--- config.mk ---
export PLATFORM = sky130hd
export DESIGN_NAME = rr_arbiter_8
export DESIGN_NICKNAME = d
export VERILOG_FILES = /design/src/rtl/rr_arb_pkg.sv /design/src/rtl/decoder_3_to_8.sv /design/src/rtl/rr_arbiter_8.sv
export SDC_FILE = /design/constraint.sdc
export NUM_CORES = 1
export LEC_CHECK = 0
export ABC_AREA = 1
export CAP_MARGIN = 10
export CORE_MARGIN = 10
export CORE_UTILIZATION = 30
export DETAILED_ROUTE_END_ITERATION = 7
export HOLD_SLACK_MARGIN = 0.02
export PLACE_DENSITY = 0.54
export SETUP_SLACK_MARGIN = 0.15
export SLEW_MARGIN = 5
export SYNTH_ARGS = -nofsm -noshare
export SYNTH_HDL_FRONTEND = slang
export SYNTH_SLANG_ARGS = --single-unit
--- constraint.sdc ---
create_clock -name in_clk -period 2.3 [get_ports in_clk]
set_input_delay 0.23 -clock in_clk [delete_from_list [all_inputs] [get_ports in_clk]]
set_output_delay 0.23 -clock in_clk [all_outputs]
set_load 0.01 [all_outputs]
--- src/rtl/rr_arb_pkg.sv ---
// Shared types, constants and the rotating-priority search for rr_arbiter_8.
package rr_arb_pkg;

  typedef enum logic {
    IDLE  = 1'b0,
    GRANT = 1'b1
  } arb_state_t;

  localparam int unsigned N_REQ = 8;
  localparam int unsigned IDX_W = 3;

  // First set bit of req at or above ptr, wrapping 7->0; 0 when req is empty.
  function automatic logic [IDX_W-1:0] rr_pick(input logic [N_REQ-1:0] req,
                                               input logic [IDX_W-1:0] ptr);
    logic [IDX_W-1:0] pick;
    logic [IDX_W-1:0] cand;
    logic             found;
    pick  = '0;
    found = 1'b0;
    for (int unsigned k = 0; k < N_REQ; k++) begin
      cand = ptr + IDX_W'(k);
      if (!found && req[cand]) begin
        pick  = cand;
        found = 1'b1;
      end
    end
    return pick;
  endfunction

endpackage

--- src/rtl/decoder_3_to_8.sv ---
// 3-to-8 one-hot decoder with enable; all outputs low when disabled.
module decoder_3_to_8 (
  input  logic [2:0] idx,
  input  logic       en,
  output logic [7:0] dec
);

  // One-hot decode of idx, gated by en.
  always_comb begin
    dec = '0;
    if (en) dec[idx] = 1'b1;
  end

endmodule

--- src/rtl/rr_arbiter_8.sv ---
// 8-way round-robin arbiter. A grant is held until the owner pulses done or
// drops its request; every grant is followed by at least one IDLE cycle.
// Optional macro RR_ARB_TIMEOUT_EN: revoke a grant after MAX_HOLD cycles and
// pulse out_timeout; without it out_timeout is tied low.
module rr_arbiter_8
  import rr_arb_pkg::*;
#(
  parameter int unsigned MAX_HOLD = 16
) (
  input  logic       in_clk,
  input  logic       in_rst_n,
  input  logic [7:0] in_req,
  input  logic       in_done,
  output logic [7:0] out_gnt,
  output logic [2:0] out_gnt_idx,
  output logic       out_gnt_valid,
  output logic       out_timeout
);

  if (MAX_HOLD < 2 || MAX_HOLD > 255) begin : g_bad_max_hold
    $error("rr_arbiter_8: MAX_HOLD must be in 2..255");
  end

  arb_state_t       state, state_nxt;
  logic [IDX_W-1:0] ptr, ptr_nxt;
  logic [IDX_W-1:0] idx_nxt;
  logic             timeout_nxt;
  logic             rel_normal;
  logic             rel_force;

  assign rel_normal = in_done || !in_req[out_gnt_idx];

`ifdef RR_ARB_TIMEOUT_EN
  localparam logic [7:0] HOLD_LAST = 8'(MAX_HOLD - 1);
  logic [7:0] hold_cnt;

  // Hold counter: held at zero while idle, so it reads 0 on the first GRANT cycle.
  always_ff @(posedge in_clk or negedge in_rst_n) begin
    if (!in_rst_n)          hold_cnt <= '0;
    else if (state == IDLE) hold_cnt <= '0;
    else                    hold_cnt <= hold_cnt + 8'd1;
  end

  assign rel_force = (hold_cnt == HOLD_LAST);
`else
  assign rel_force = 1'b0;
`endif

  // Next-state, pointer, index and timeout-pulse logic.
  always_comb begin
    state_nxt   = state;
    ptr_nxt     = ptr;
    idx_nxt     = out_gnt_idx;
    timeout_nxt = 1'b0;
    case (state)
      IDLE: begin
        if (|in_req) begin
          idx_nxt   = rr_pick(in_req, ptr);
          state_nxt = GRANT;
        end
      end
      GRANT: begin
        if (rel_normal || rel_force) begin
          state_nxt   = IDLE;
          ptr_nxt     = out_gnt_idx + IDX_W'(1);
          timeout_nxt = rel_force && !rel_normal;
        end
      end
      default: state_nxt = IDLE;
    endcase
  end

  // State, pointer, index and timeout registers.
  always_ff @(posedge in_clk or negedge in_rst_n) begin
    if (!in_rst_n) begin
      state       <= IDLE;
      ptr         <= '0;
      out_gnt_idx <= '0;
      out_timeout <= 1'b0;
    end else begin
      state       <= state_nxt;
      ptr         <= ptr_nxt;
      out_gnt_idx <= idx_nxt;
      out_timeout <= timeout_nxt;
    end
  end

  assign out_gnt_valid = (state == GRANT);

  decoder_3_to_8 u_dec (
    .idx (out_gnt_idx),
    .en  (out_gnt_valid),
    .dec (out_gnt)
  );

endmodule

## Word level (Yosys, flattened, before mapping)

Index checks and enable logic that the tools add are counted.

- Register bits: 7
- Bits of input ports: 11
- Output and inout port bits: 13
- Word-level logic and storage cells: 95

- Add/sub/neg operators: 8
- $lt $le $gt $ge: 10
- Mux-type cells: 53
- Bitwise operators: 1
- Reduce and logical (&&, ||, !) cells: 20

Operator list:

| kind | count |
|---|---|
| 3-bit by 4-bit < comparator with 1-bit output, second input constant | 9 |
| 1-bit 2-to-1 mux | 33 |
| 1-bit binary-select mux with 3-bit select | 9 |
| 3-bit 2-to-1 mux | 8 |
| 3-bit adder, second input constant | 4 |
| 1-bit logical AND | 8 |
| 1-bit zero test | 8 |
| 8-bit 2-to-1 mux | 1 |
| 8-bit OR reduction | 1 |
| 3-bit by 1-bit adder with 3-bit output, second input constant | 2 |
| 3-bit by 2-bit adder with 3-bit output, second input constant | 2 |
| 2-bit AND reduction | 2 |
| 1-bit demux with 3-bit select | 1 |
| 3-bit by 1-bit >= comparator with 1-bit output, second input constant | 1 |
| 1-bit one-hot mux with 2 select lines | 1 |
| 1-bit logical OR | 1 |
| 1-bit NOT | 1 |

## Longest topological paths before layout

Gate-level depths: netlist of run 1.

- Word-level depth: 38
- Mapped depth: 17
- Depth with buffers taken out: 16

## Hierarchy

Synthesis of run 1 repeated with hierarchy kept, for this count alone.

- Cells, all modules: 196
- Area, all modules: 1158.6 um^2

Modules (own cells, without submodules):

| module | times used | cells each | area each (um^2) | seq. area each (um^2) |
|---|---|---|---|---|
| rr_arbiter_8 | 1 | 179 | 1094.8 | 175.2 |
| decoder_3_to_8 | 1 | 17 | 63.8 | 0.0 |

## Worst setup path after synthesis of run 1

Ideal clock, no wire load.

- Path kind: reg2reg
- Start point: register ptr[1]
- End point: register out_gnt_idx[1]
- Library setup time: 0.116 ns
- Arrival: 2.035 ns
- Data required time: 2.184 ns
- Slack: 0.149 ns
- Stages on the path, launching flop included: 16
- Buffers on the path: 1
- Clock period less this slack: 2.151 ns
- Cell sequence: dfrtp_1 buf_6 clkinv_2 ha_1 inv_1 nand3_1 nand3_1 nand2_2 nor2_8 nand4_4 nor2_4 nand2_2 o21ai_1 inv_1 nand2_1 nand2_1

- Word-level cells in the longest chain between the ends: 38
- Elaborated cells on any way between the ends: 66
- Classes of those cells: add/sub (7); mux (45); reduce/logical (14)

RTL lines:

| item | RTL line | text |
|---|---|---|
| from (decl) | rr_arbiter_8.sv:25 | `logic [IDX_W-1:0] ptr, ptr_nxt;` |
| from (signal assigned) | rr_arbiter_8.sv:82 | `ptr <= ptr_nxt;` |
| 1-bit binary-select mux with 3-bit select | rr_arb_pkg.sv:22 | `if (!found && req[cand]) begin` |
| 1-bit 2-to-1 mux (implied by the code) | rr_arb_pkg.sv:22 |  |
| 1-bit 2-to-1 mux | rr_arb_pkg.sv:22 |  |
| 1-bit 2-to-1 mux | rr_arbiter_8.sv:57 | `if (\|in_req) begin` |
| 1-bit 2-to-1 mux | rr_arbiter_8.sv:55 | `case (state)` |
| 1-bit zero test | rr_arb_pkg.sv:22 |  |
| 1-bit logical AND | rr_arb_pkg.sv:22 |  |
| 1-bit 2-to-1 mux | rr_arb_pkg.sv:22 |  |
| [22 not listed] | - |  |
| 1-bit zero test | rr_arb_pkg.sv:22 |  |
| 1-bit logical AND | rr_arb_pkg.sv:22 |  |
| 1-bit 2-to-1 mux | rr_arb_pkg.sv:22 |  |
| 1-bit 2-to-1 mux | rr_arbiter_8.sv:57 |  |
| 1-bit 2-to-1 mux | rr_arbiter_8.sv:55 |  |
| 1-bit zero test | rr_arb_pkg.sv:22 |  |
| 1-bit logical AND | rr_arb_pkg.sv:22 |  |
| 3-bit 2-to-1 mux * | rr_arb_pkg.sv:22 |  |
| to (signal assigned) | rr_arbiter_8.sv:83 | `out_gnt_idx <= idx_nxt;` |
| to (decl) | rr_arbiter_8.sv:15 | `output logic [2:0] out_gnt_idx,` |

Mark *: on every way between the ends. The rest lies on a longest branch, timed or not. The select of a mux whose other input is x is not followed.
A chain may end at the register's enable or synchronous reset.

## Worst setup path in the final report of run 1

- Start point: register out_gnt_idx[2]
- End point: output out_gnt[4]

- Word-level cells in the longest chain between the ends: 5
- Elaborated cells on any way between the ends: 6
- Classes of those cells: order compare (2); mux (3); reduce/logical (1)

RTL lines:

| item | RTL line | text |
|---|---|---|
| 3-bit by 4-bit < comparator with 1-bit output (implied by the code) or 3-bit by 1-bit >= comparator with 1-bit output (tied branches) | decoder_3_to_8.sv:11 | `if (en) dec[idx] = 1'b1;` |
| 1-bit logical AND (implied by the code) | decoder_3_to_8.sv:11 |  |
| 1-bit 2-to-1 mux (implied by the code) | decoder_3_to_8.sv:11 |  |
| 1-bit demux with 3-bit select * | - |  |
| 8-bit 2-to-1 mux * | decoder_3_to_8.sv:11 |  |
| to (decl) | rr_arbiter_8.sv:14 | `output logic [7:0] out_gnt,` |

Mark *: on every way between the ends. The rest lies on a longest branch, timed or not.

==> metrics list, run 1 <==
- #FFs+latches synth: 7
* RSZ-0062 raised after global routing: yes
- The number of antenna diodes in the final layout is 0.
- Overall die height: 81.9 um
- Final GP Congestion: 0.843
- Top FF cell, synth: sky130_fd_sc_hd__dfrtp_1
* TritonCTS clock tree: yes
- STA puts the critical path data arrival time at 1.75 ns.
* Most frequent cells after synthesis: sky130_fd_sc_hd__nand2_1 (64), sky130_fd_sc_hd__nand3_1 (25), sky130_fd_sc_hd__nor2_1 (25)
- Worst setup path class: reg2out
- After the last flow step, the layout net total stands at 241.
* Wire length of the first global-routing pass: 5950 um
* All-layer global routing usage: 11.1%
* Aggregate negative setup slack: 0 ns
- Std-Cell Rows: 22
- Number of design rule violations left after detail routing: 0
- Maximum number of pins on one net before global-route repair: 10
- Clock transition at the register clock pins on the worst setup and hold paths after CTS: 0.04 ns
* Number of hold violations in the final report: 0
* Total of buffers placed on input and output ports: 22
* Synthesized Nets: 208
- The core region is 0.00369 mm^2.
- Worst Skew: 0.00116 ns
- The number of max-slew violations in the final report came to 0.
- Final global-route overflow total: 0
- Sequential elements use 15.2% of the synthesized area.
- Startpoint Class: register
- CTS built an H-tree with a depth of 1.
- Number of setup violations in the final report: 0
- The smallest clock period supported by the final layout is computed as 1.98 ns.
* Launch instance of the worst register-to-register path: ptr[1]$_DFFE_PN0P_
- STA puts the critical path data required time at 2.07 ns.
- Type of element capturing the critical path: primary output
- The clock drives 7 sinks.
- Die outline area: 0.00671 mm^2
- Synthesis produced a netlist whose cell count is 194.
- Reg2reg path depth: 13
- The synthesized netlist occupies a cell area of 0.00115 mm^2.
* Library cell with the highest instance count after synthesis: sky130_fd_sc_hd__nand2_1
- The synthesized netlist contains 35 unique library cells.
- Via count of the first global-routing pass: 1308
- In the final routed layout, each cell accounts on average for 12.7 um.
- Yosys mapped a number of flops with a built-in enable equal to 0.
- Using the TritonRoute via totals, the vias-per-cell ratio works out to 4.68.
- Derived from the worst setup path, the maximum achievable clock frequency is 506 MHz.
* Synth top area share: 20.9%
* Layout-stage area growth over the synthesis result: 39.4%
- For this block, the via count after detailed routing is 1281.
- Library cell used as clock root buffer: sky130_fd_sc_hd__clkbuf_8
- The tool flagged a number of max-cap violations equal to 0.
- Mean area per synthesized cell: 5.93 um^2
* Detailed-route wire length: 3480 um
- The first routing iteration left 134 violations.
* R2R Setup Slk: 0.33 ns
* First drt pass iteration count: 4
- Cell taking the most area after synthesis: sky130_fd_sc_hd__nand2_1
- The endpoint identified for the worst register-to-register timing path is out_gnt_idx[2]$_DFFE_PN0P_.
- The path class of the tightest hold or removal check is in2async.
* Tcrit/Tclk final: 85.9%
- Floorplan die width: 81.9 um
* Syn. warnings: 0
- Fraction of synthesis flops using an asynchronous set or reset pin: 100%
- Cts bufs inserted: 3
* Clock latency reported for the late side of the worst-skew pair: 0.23 ns
* Status: finished, final reports clean
- Detailed placement ended at an HPWL of 2800 um.
- Initial Util: 31.2%
* Number of buffers on the longest clock path: 2
* Maximum fanout along the worst path: 6
* Post-DRT Antenna Nets: 0
* Fraction of layout cells with a size suffix above 1: 18.6%
- Antenna violations before repair: 0
- Count of boundary I/O pins: 24
- In the post-synthesis netlist, the biggest area contributors are sky130_fd_sc_hd__nand2_1 (21%), sky130_fd_sc_hd__dfrtp_1 (15%), sky130_fd_sc_hd__nand3_1 (11%).
[metal layers]
metal | GRT usage, % | wire (um) | vias to the layer above
met4 | 2.72 | 19 | 0
met2 | 17.2 | 1590 | 32
li1 | - | - | 688
met5 | 0 | 0 | -
met1 | 14.3 | 1650 | 559
met3 | 4.15 | 229 | 2
[layout make-up]
class	instances	area [um^2]
fill	406	2090
timing repair buffer	32	295
inverter	25	100
multi-input combinational	158	927
clock buffer	4	45.0
sequential	7	175
tap	48	60.1
[repair_timing]
item,in CTS,in global routing
hold buffers,0,0
pin swaps,0,6
resized for setup,0,19
endpoints found under the setup margin,2,3
buffers inserted,2,3
[worst max-delay path by stage]
stage                                           from                          to  slack, ns  cells after the start
after floorplan                   ptr[1]$_DFFE_PN0P_  out_gnt_idx[1]$_DFFE_PN0P_       0.20                     15
after global placement            ptr[0]$_DFFE_PN0P_  out_gnt_idx[2]$_DFFE_PN0P_       0.12                     14
after detailed placement          ptr[0]$_DFFE_PN0P_  out_gnt_idx[2]$_DFFE_PN0P_       0.15                     14
after CTS                         ptr[0]$_DFFE_PN0P_  out_gnt_idx[2]$_DFFE_PN0P_       0.17                     14
after global routing              ptr[1]$_DFFE_PN0P_  out_gnt_idx[1]$_DFFE_PN0P_       0.13                     14
final                     out_gnt_idx[2]$_DFFE_PN0P_                  out_gnt[4]       0.32                      4
[critical path, cell delays in order, from the launching register on]
cell and delay, ns:
sky130_fd_sc_hd__dfrtp_1 0.48, sky130_fd_sc_hd__inv_1 0.08, sky130_fd_sc_hd__or2_2 0.32, sky130_fd_sc_hd__nor2_1 0.09, sky130_fd_sc_hd__clkdlybuf4s50_1 0.55
[through the flow]
stage | util (%) | std cells | hold slack (ns) | area [um^2] | setup slack, ns
detailed placement | 38.7 | 265 | 0.512 | 1430 | 0.145
floorplan | - | 194 | -0.0656 | 1150 | 0.199
finish | 43.5 | 274 | 0.264 | 1600 | 0.324
global placement | 38.7 | 265 | 0.519 | 1430 | 0.121
CTS | 40.3 | 271 | 0.267 | 1490 | 0.171
global route | 43.5 | 274 | 0.278 | 1600 | 0.130
[kinds of logic (layout without fill, tap and decap cells)]
kind of cell,Yosys count,after routing,synth area share [%]
other,1,1,0.326
AND/OR/NAND/NOR,131,131,53.4
adder cells (fa/ha/maj),3,3,3.26
flip-flops,7,7,15.2
buffers and inverters,29,61,11.9
XOR/XNOR,5,5,6.75
AO/OA/AOI/OAI,18,18,9.14
[sequential cells by signal (all words and copies together), names as in the netlist]
name / count
out_gnt_valid: 1
ptr: 3
out_gnt_idx: 3
[cells in the final DEF, fill, tap and decap left out, drive strengths merged]
| cell | synthesis | layout |
|---|---|---|
| clkdlybuf4s50 | 0 | 22 |
| clkinv | 1 | 1 |
| ha | 3 | 3 |
| nor4 | 1 | 1 |
| dfrtp | 7 | 7 |
| inv | 24 | 24 |
| xnor2 | 3 | 3 |
| xor2 | 2 | 2 |
| a21boi | 1 | 1 |
| buf | 4 | 10 |
| clkbuf | 0 | 4 |
| o22ai | 3 | 3 |
| o31ai | 1 | 1 |
| o21bai | 1 | 1 |
| nand2 | 68 | 68 |
| or2 | 1 | 1 |
| nand3 | 28 | 28 |
| nor2 | 27 | 27 |
| a211oi | 1 | 1 |
| nand4 | 5 | 5 |
| nor3 | 1 | 1 |
| conb | 1 | 1 |
| a31oi | 1 | 1 |
| o21ai | 8 | 8 |
| a21oi | 2 | 2 |
Power of run 1 is left out: the tool's default activity adds up to more than one toggle a clock period on the data nets, which glitch-free logic cannot reach.
==> inputs of run 2 (changes only) <==
CAP_MARGIN = 0   (was 10)
CORE_UTILIZATION = 35   (was 30)
PLACE_DENSITY = 0.61   (was 0.54)
==> metrics list, run 2 (synthesized netlist as in run 1, its figures left out) <==
- Hold Buf Count CTS: 0
* Required time worst endpoint: 2.43 ns
- Instance count after placement with tap cells included: 262
* Mean number of vias per cell: 4.97
- The endpoint identified for the worst register-to-register timing path is out_gnt_idx[2]$_DFFE_PN0P_.
* Worst setup path endpoint: out_gnt_idx[2]$_DFFE_PN0P_
- For met1 alone, demand over resource in global routing was 14.8%.
- The global routing stage identified its most utilized layer as met2.
- Via count of the first global-routing pass: 1266
* Die outline area: 0.00598 mm^2
- TritonCTS built the clock tree.
* Number of setup violations in the final report: 0
- Library cell used as clock root buffer: sky130_fd_sc_hd__clkbuf_4
- Startpoint Class: register
* Antenna violations before repair: 0
- GR Util met3: 4.31%
* Most common cell after layout, fill and taps aside: sky130_fd_sc_hd__nand2_1
* Post-Place Cell Area: 0.00143 mm^2
* Launch instance of the worst register-to-register path: ptr[1]$_DFFE_PN0P_
- The total count of hold-check failures in the final report came to 0.
- Final global-route overflow total: 0
- Overall die height: 77.3 um
- Maximum number of pins on one net before global-route repair: 11
- Total of buffers placed on input and output ports: 22
- The worst register-to-register path has a setup slack of 0.30 ns.
- Routability-driven placement finished with a final weighted congestion of 0.947.
* Status: finished, final reports clean
- Most frequent CP cell: sky130_fd_sc_hd__nand2_1
- The first global-routing pass estimated 5890 um of wire.
- Tcrit/Tclk final: 87.1%
- Area of the multi-input gates: 890 um^2
- First drt pass iteration count: 4
- Detailed-route wire length: 3510 um
* Area of all placed cells without fillers: 0.00153 mm^2
* Startpoint of the worst setup timing path: ptr[1]$_DFFE_PN0P_
* Count of pins over their slew limit: 0
- Std-Cell Rows: 20
- # Max-Cap Violations: 0
* DP HPWL: 2810 um
- In this run the number of H-tree levels came out at 1.
* Aggregate negative setup slack: 0 ns
- Diodes inserted: 0
- Register area: 176 um^2
- Buffers inserted during clock tree synthesis total 3.
* Drt initial violations: 242
* Fill cell total of the finished layout: 354
* Clock transition at the register clock pins on the worst setup and hold paths after CTS: 0.05 ns
- For this run, the slowest stage of the critical path takes 0.38 ns.
- The initial utilization of the core area, before any placement, comes to 37.1%.
* Met2 global-route usage: 18.7%
* WHS: 0.248 ns
- All-layer global routing usage: 11.8%
- Type of element capturing the critical path: register
* Ordered cell list for the critical path: buf_4 > ha_4 > xnor2_4 > nor2_1 > a31oi_2 > inv_2 > nor2_4 > nand2_2 > o21ai_1 > inv_1 > nand2_1 > nand2_1
* Number of vias after detailed routing: 1338
- Static timing analysis puts the maximum clock frequency at 499 MHz.
* Commonest cells after routing, fill and taps aside: sky130_fd_sc_hd__nand2_1 (63), sky130_fd_sc_hd__nor2_1 (25), sky130_fd_sc_hd__nand3_1 (23)
* Highest-delay cell along the critical path: sky130_fd_sc_hd__dfrtp_1
* Post-route non-filler standard cell count: 269
- Post-DRT Antenna Nets: 0
- For the worst-skew pair, the clock arrives at the later sink with an insertion delay of 0.24 ns.
* Reg2reg path depth: 12
* Count of boundary I/O pins: 24
- The tightest min-delay check is of the in2async type.
* Maximum fanout along the worst path: 9
- Min Tclk post-route: 2.00 ns
* TritonCTS Sinks: 7
- The region available for standard cell placement spans 0.00310 mm^2.
- Worst Skew: 0.000799 ns
- Setup repair after global routing could not meet its margin everywhere.
- In this run the deepest clock path goes through 2 buffers.
* Number of design rule violations left after detail routing: 0
- Data arrival time of the critical path: 2.14 ns
* Final Net Count: 240
* Layout-stage area growth over the synthesis result: 33.3%
* Routed length per placed instance: 13.1 um
* Floorplan die width: 77.3 um
* Fraction of layout cells with a size suffix above 1: 16.9%
- The worst setup path is of the reg2reg kind.
[run 2: how the worst min path moves through the flow]
stage	startpoint	end	slack, ns	cells after the start
after floorplan	in_rst_n	out_gnt_idx[0]$_DFFE_PN0P_	-0.07	0
after global placement	in_rst_n	out_gnt_valid$_DFF_PN0_	0.52	1
after detailed placement	in_rst_n	out_gnt_valid$_DFF_PN0_	0.52	1
after CTS	in_rst_n	out_gnt_valid$_DFF_PN0_	0.25	1
after global routing	in_rst_n	out_gnt_valid$_DFF_PN0_	0.28	1
final	in_rst_n	ptr[1]$_DFFE_PN0P_	0.25	1
[run 2: routing by layer]
metal	share of wire [%]	vias to the layer above
li1	-	682
met1	42	579
met2	45	67
met3	11	10
met4	1.8	0
met5	0	-
[run 2: cell type report]
cell class | count | area share, %
inverters | 25 | 6.37
flip-flops and latches | 7 | 11.5
multi-input cells | 158 | 58.0
clock buffers | 4 | 1.71
repair buffers | 31 | 18.8
well taps | 44 | 3.59
[run 2: what timing repair did]
| action | in CTS | in global routing |
|---|---|---|
| gates resized for setup | 0 | 11 |
| setup buffers | 0 | 3 |
| endpoints found under the setup margin | 0 | 3 |
[run 2: stage by stage]
stage | utilization [%] | worst slack (ns)
6_report | 49.4 | 0.298
5_1_grt | 49.4 | 0.113
4_1_cts | 46.9 | 0.151
3_5_place_dp | 46.0 | 0.162
3_3_place_gp | 46.0 | 0.150
2_1_floorplan | - | 0.199
[run 2: critical path: cells and delay by family, from the launching register on]
| kind | cells | cell delay, ns |
|---|---|---|
| simple gates | 5 | 0.42 |
| buf+inv | 3 | 0.32 |
| xor+xnor | 1 | 0.21 |
| flops | 1 | 0.38 |
| fa+ha+maj | 1 | 0.20 |
| compound gates | 2 | 0.37 |
Power of run 2 is left out for the same reason.
==> inputs of run 3 (changes only) <==
PLACE_DENSITY = not set   (was 0.61)
PLACE_DENSITY_LB_ADDON = 0.1   (was not set)
==> metrics list, run 3 (synthesized netlist as in run 1, its figures left out) <==
* Startpoint Class: register
- First drt pass iteration count: 4
* Overall die height: 77.3 um
* Cts bufs inserted: 3
* Worst setup path class: reg2reg
- Final GP Congestion: 0.902
- The total count of hold-check failures in the final report is 0.
- Library cell used as clock root buffer: sky130_fd_sc_hd__clkbuf_4
- Aggregate negative setup slack: 0 ns
- On the final layout, the worst clock skew is 0.000245 ns.
- Clock latency reported for the late side of the worst-skew pair: 0.26 ns
- Of the available clock period, the critical path in the final layout requires 88.1%.
* Worst hold path class: in2async
- Count of pins over their slew limit: 0
- Final global-route overflow total: 0
- The via count of the first global-routing pass is 1298.
- STA puts the critical path data required time at 2.45 ns.
* Drt initial violations: 123
* H-Tree Depth: 1
- No sink is reached through more buffers than the 2 on the longest clock path.
- In the routed layout, each cell is associated on average with a via count of 5.12.
- Commonest cells after routing, fill and taps aside: sky130_fd_sc_hd__nand2_1 (63), sky130_fd_sc_hd__nor2_1 (24), sky130_fd_sc_hd__nand3_1 (23)
- Total of buffers placed on input and output ports: 22
- Antenna violations before repair: 0
- After filler insertion, the fill cell instance count of the layout stands at 338.
- Fmax: 494 MHz
* Status: finished, final reports clean
- Routed length per placed instance: 13.8 um
- Number of design rule violations left after detail routing: 0
* Type of element capturing the critical path: register
- The first global-routing pass estimated 5840 um of wire.
- TritonCTS clock tree: yes
* Endpoint of the worst-slack reg-to-reg timing path: out_gnt_idx[1]$_DFFE_PN0P_
* Post-DRT Antenna Nets: 0
- Number of vias after detailed routing: 1366
- Row generation in the floorplan step produced 20 rows.
* Clock transition at the register clock pins on the worst setup and hold paths after CTS: 0.05 ns
- All-layer global routing usage: 11.7%
- 24 I/O pins were placed.
- The HPWL after detailed placement is 2990 um.
- The total area inside the core boundary comes to 0.00310 mm^2.
- Floorplan die width: 77.3 um
* Most common cell after layout, fill and taps aside: sky130_fd_sc_hd__nand2_1
* Fraction of layout cells with a size suffix above 1: 16.6%
- Launch instance of the worst register-to-register path: ptr[1]$_DFFE_PN0P_
- The number of cells on the worst reg-to-reg path is 13.
- The repair_antennas step left the layout with diodes totalling 0.
- The clock period could shrink to 2.03 ns.
- Layout-stage area growth over the synthesis result: 32.9%
- Hold Buf Count CTS: 0
- Setup repair after global routing left no endpoint under its margin.
- For flop-to-flop paths, the worst setup slack is 0.27 ns.
- Number of setup violations in the final report: 0
* Initial Util: 37.1%
- The die covers 0.00598 mm^2.
- Data on the critical path arrives at its endpoint at 2.18 ns.
- Entering global routing, the biggest net connects 12 pins.
- At the end of the flow, the number of nets in the layout was 238.
* Detailed-route wire length: 3680 um
- # Max-Cap Violations: 0
- Maximum fanout along the worst path: 6
* TritonCTS Sinks: 7
run 3: cell count changes in the layout (fill, tap and decap cells not counted), sizes merged:
| cell | change |
|---|---|
| buf | -2 |
run 3: metrics by stage:
stage	cells	hold slack [ns]	worst slack, ns	area (um^2)	util (%)
after floorplan	194	-0.0656	0.199	1150	-
after global placement	260	0.517	0.173	1410	45.6
after detailed placement	260	0.525	0.172	1410	45.6
after CTS	264	0.245	0.160	1440	46.4
after global routing	267	0.262	0.110	1530	49.2
final	267	0.243	0.275	1530	49.2
run 3: metal layers:
metal / vias to the layer above / wire (um) / global-route usage, %
li1: 682 / - / -
met1: 621 / 1560 / 13.9
met2: 59 / 1770 / 18.9
met3: 4 / 323 / 4.55
met4: 0 / 26 / 3.65
met5: - / 0 / 0
run 3: final cells by class:
| class | count | area, um^2 | share of cell area, % |
|---|---|---|---|
| multi-input cells | 158 | 892 | 58.4 |
| repair buffers | 29 | 280 | 18.3 |
| flip-flops and latches | 7 | 176 | 11.5 |
| clock buffers | 4 | 26.3 | 1.72 |
| well taps | 44 | 55.1 | 3.60 |
| inverters | 25 | 97.6 | 6.39 |
run 3: critical path: stages, from the launching register on:
cell and delay [ns]:
sky130_fd_sc_hd__dfrtp_1 0.37, sky130_fd_sc_hd__clkinv_2 0.09, sky130_fd_sc_hd__ha_4 0.32, sky130_fd_sc_hd__nand3_2 0.12, sky130_fd_sc_hd__nand3_1 0.13, sky130_fd_sc_hd__nand2_2 0.10
sky130_fd_sc_hd__nor2_8 0.16, sky130_fd_sc_hd__nand4_4 0.11, sky130_fd_sc_hd__nor2_4 0.16, sky130_fd_sc_hd__nand2_2 0.08, sky130_fd_sc_hd__o21ai_1 0.12, sky130_fd_sc_hd__inv_1 0.05
sky130_fd_sc_hd__nand2_1 0.06, sky130_fd_sc_hd__nand2_1 0.04
run 3: repair_timing:
item,CTS,global route
setup endpoints to repair,0,3
setup buffers,0,3
resized for setup,0,15
run 3: worst max-delay path by stage:
stage,endpoint,startpoint,cells after the start,slack [ns]
floorplan,out_gnt_idx[1]$_DFFE_PN0P_,ptr[1]$_DFFE_PN0P_,15,0.20
global placement,out_gnt_idx[2]$_DFFE_PN0P_,ptr[0]$_DFFE_PN0P_,14,0.17
detailed placement,out_gnt_idx[1]$_DFFE_PN0P_,ptr[1]$_DFFE_PN0P_,14,0.17
CTS,out_gnt_idx[1]$_DFFE_PN0P_,ptr[1]$_DFFE_PN0P_,14,0.16
global route,out_gnt_idx[1]$_DFFE_PN0P_,ptr[0]$_DFFE_PN0P_,14,0.11
finish,out_gnt_idx[1]$_DFFE_PN0P_,ptr[1]$_DFFE_PN0P_,13,0.27
Power of run 3 is left out for the same reason.
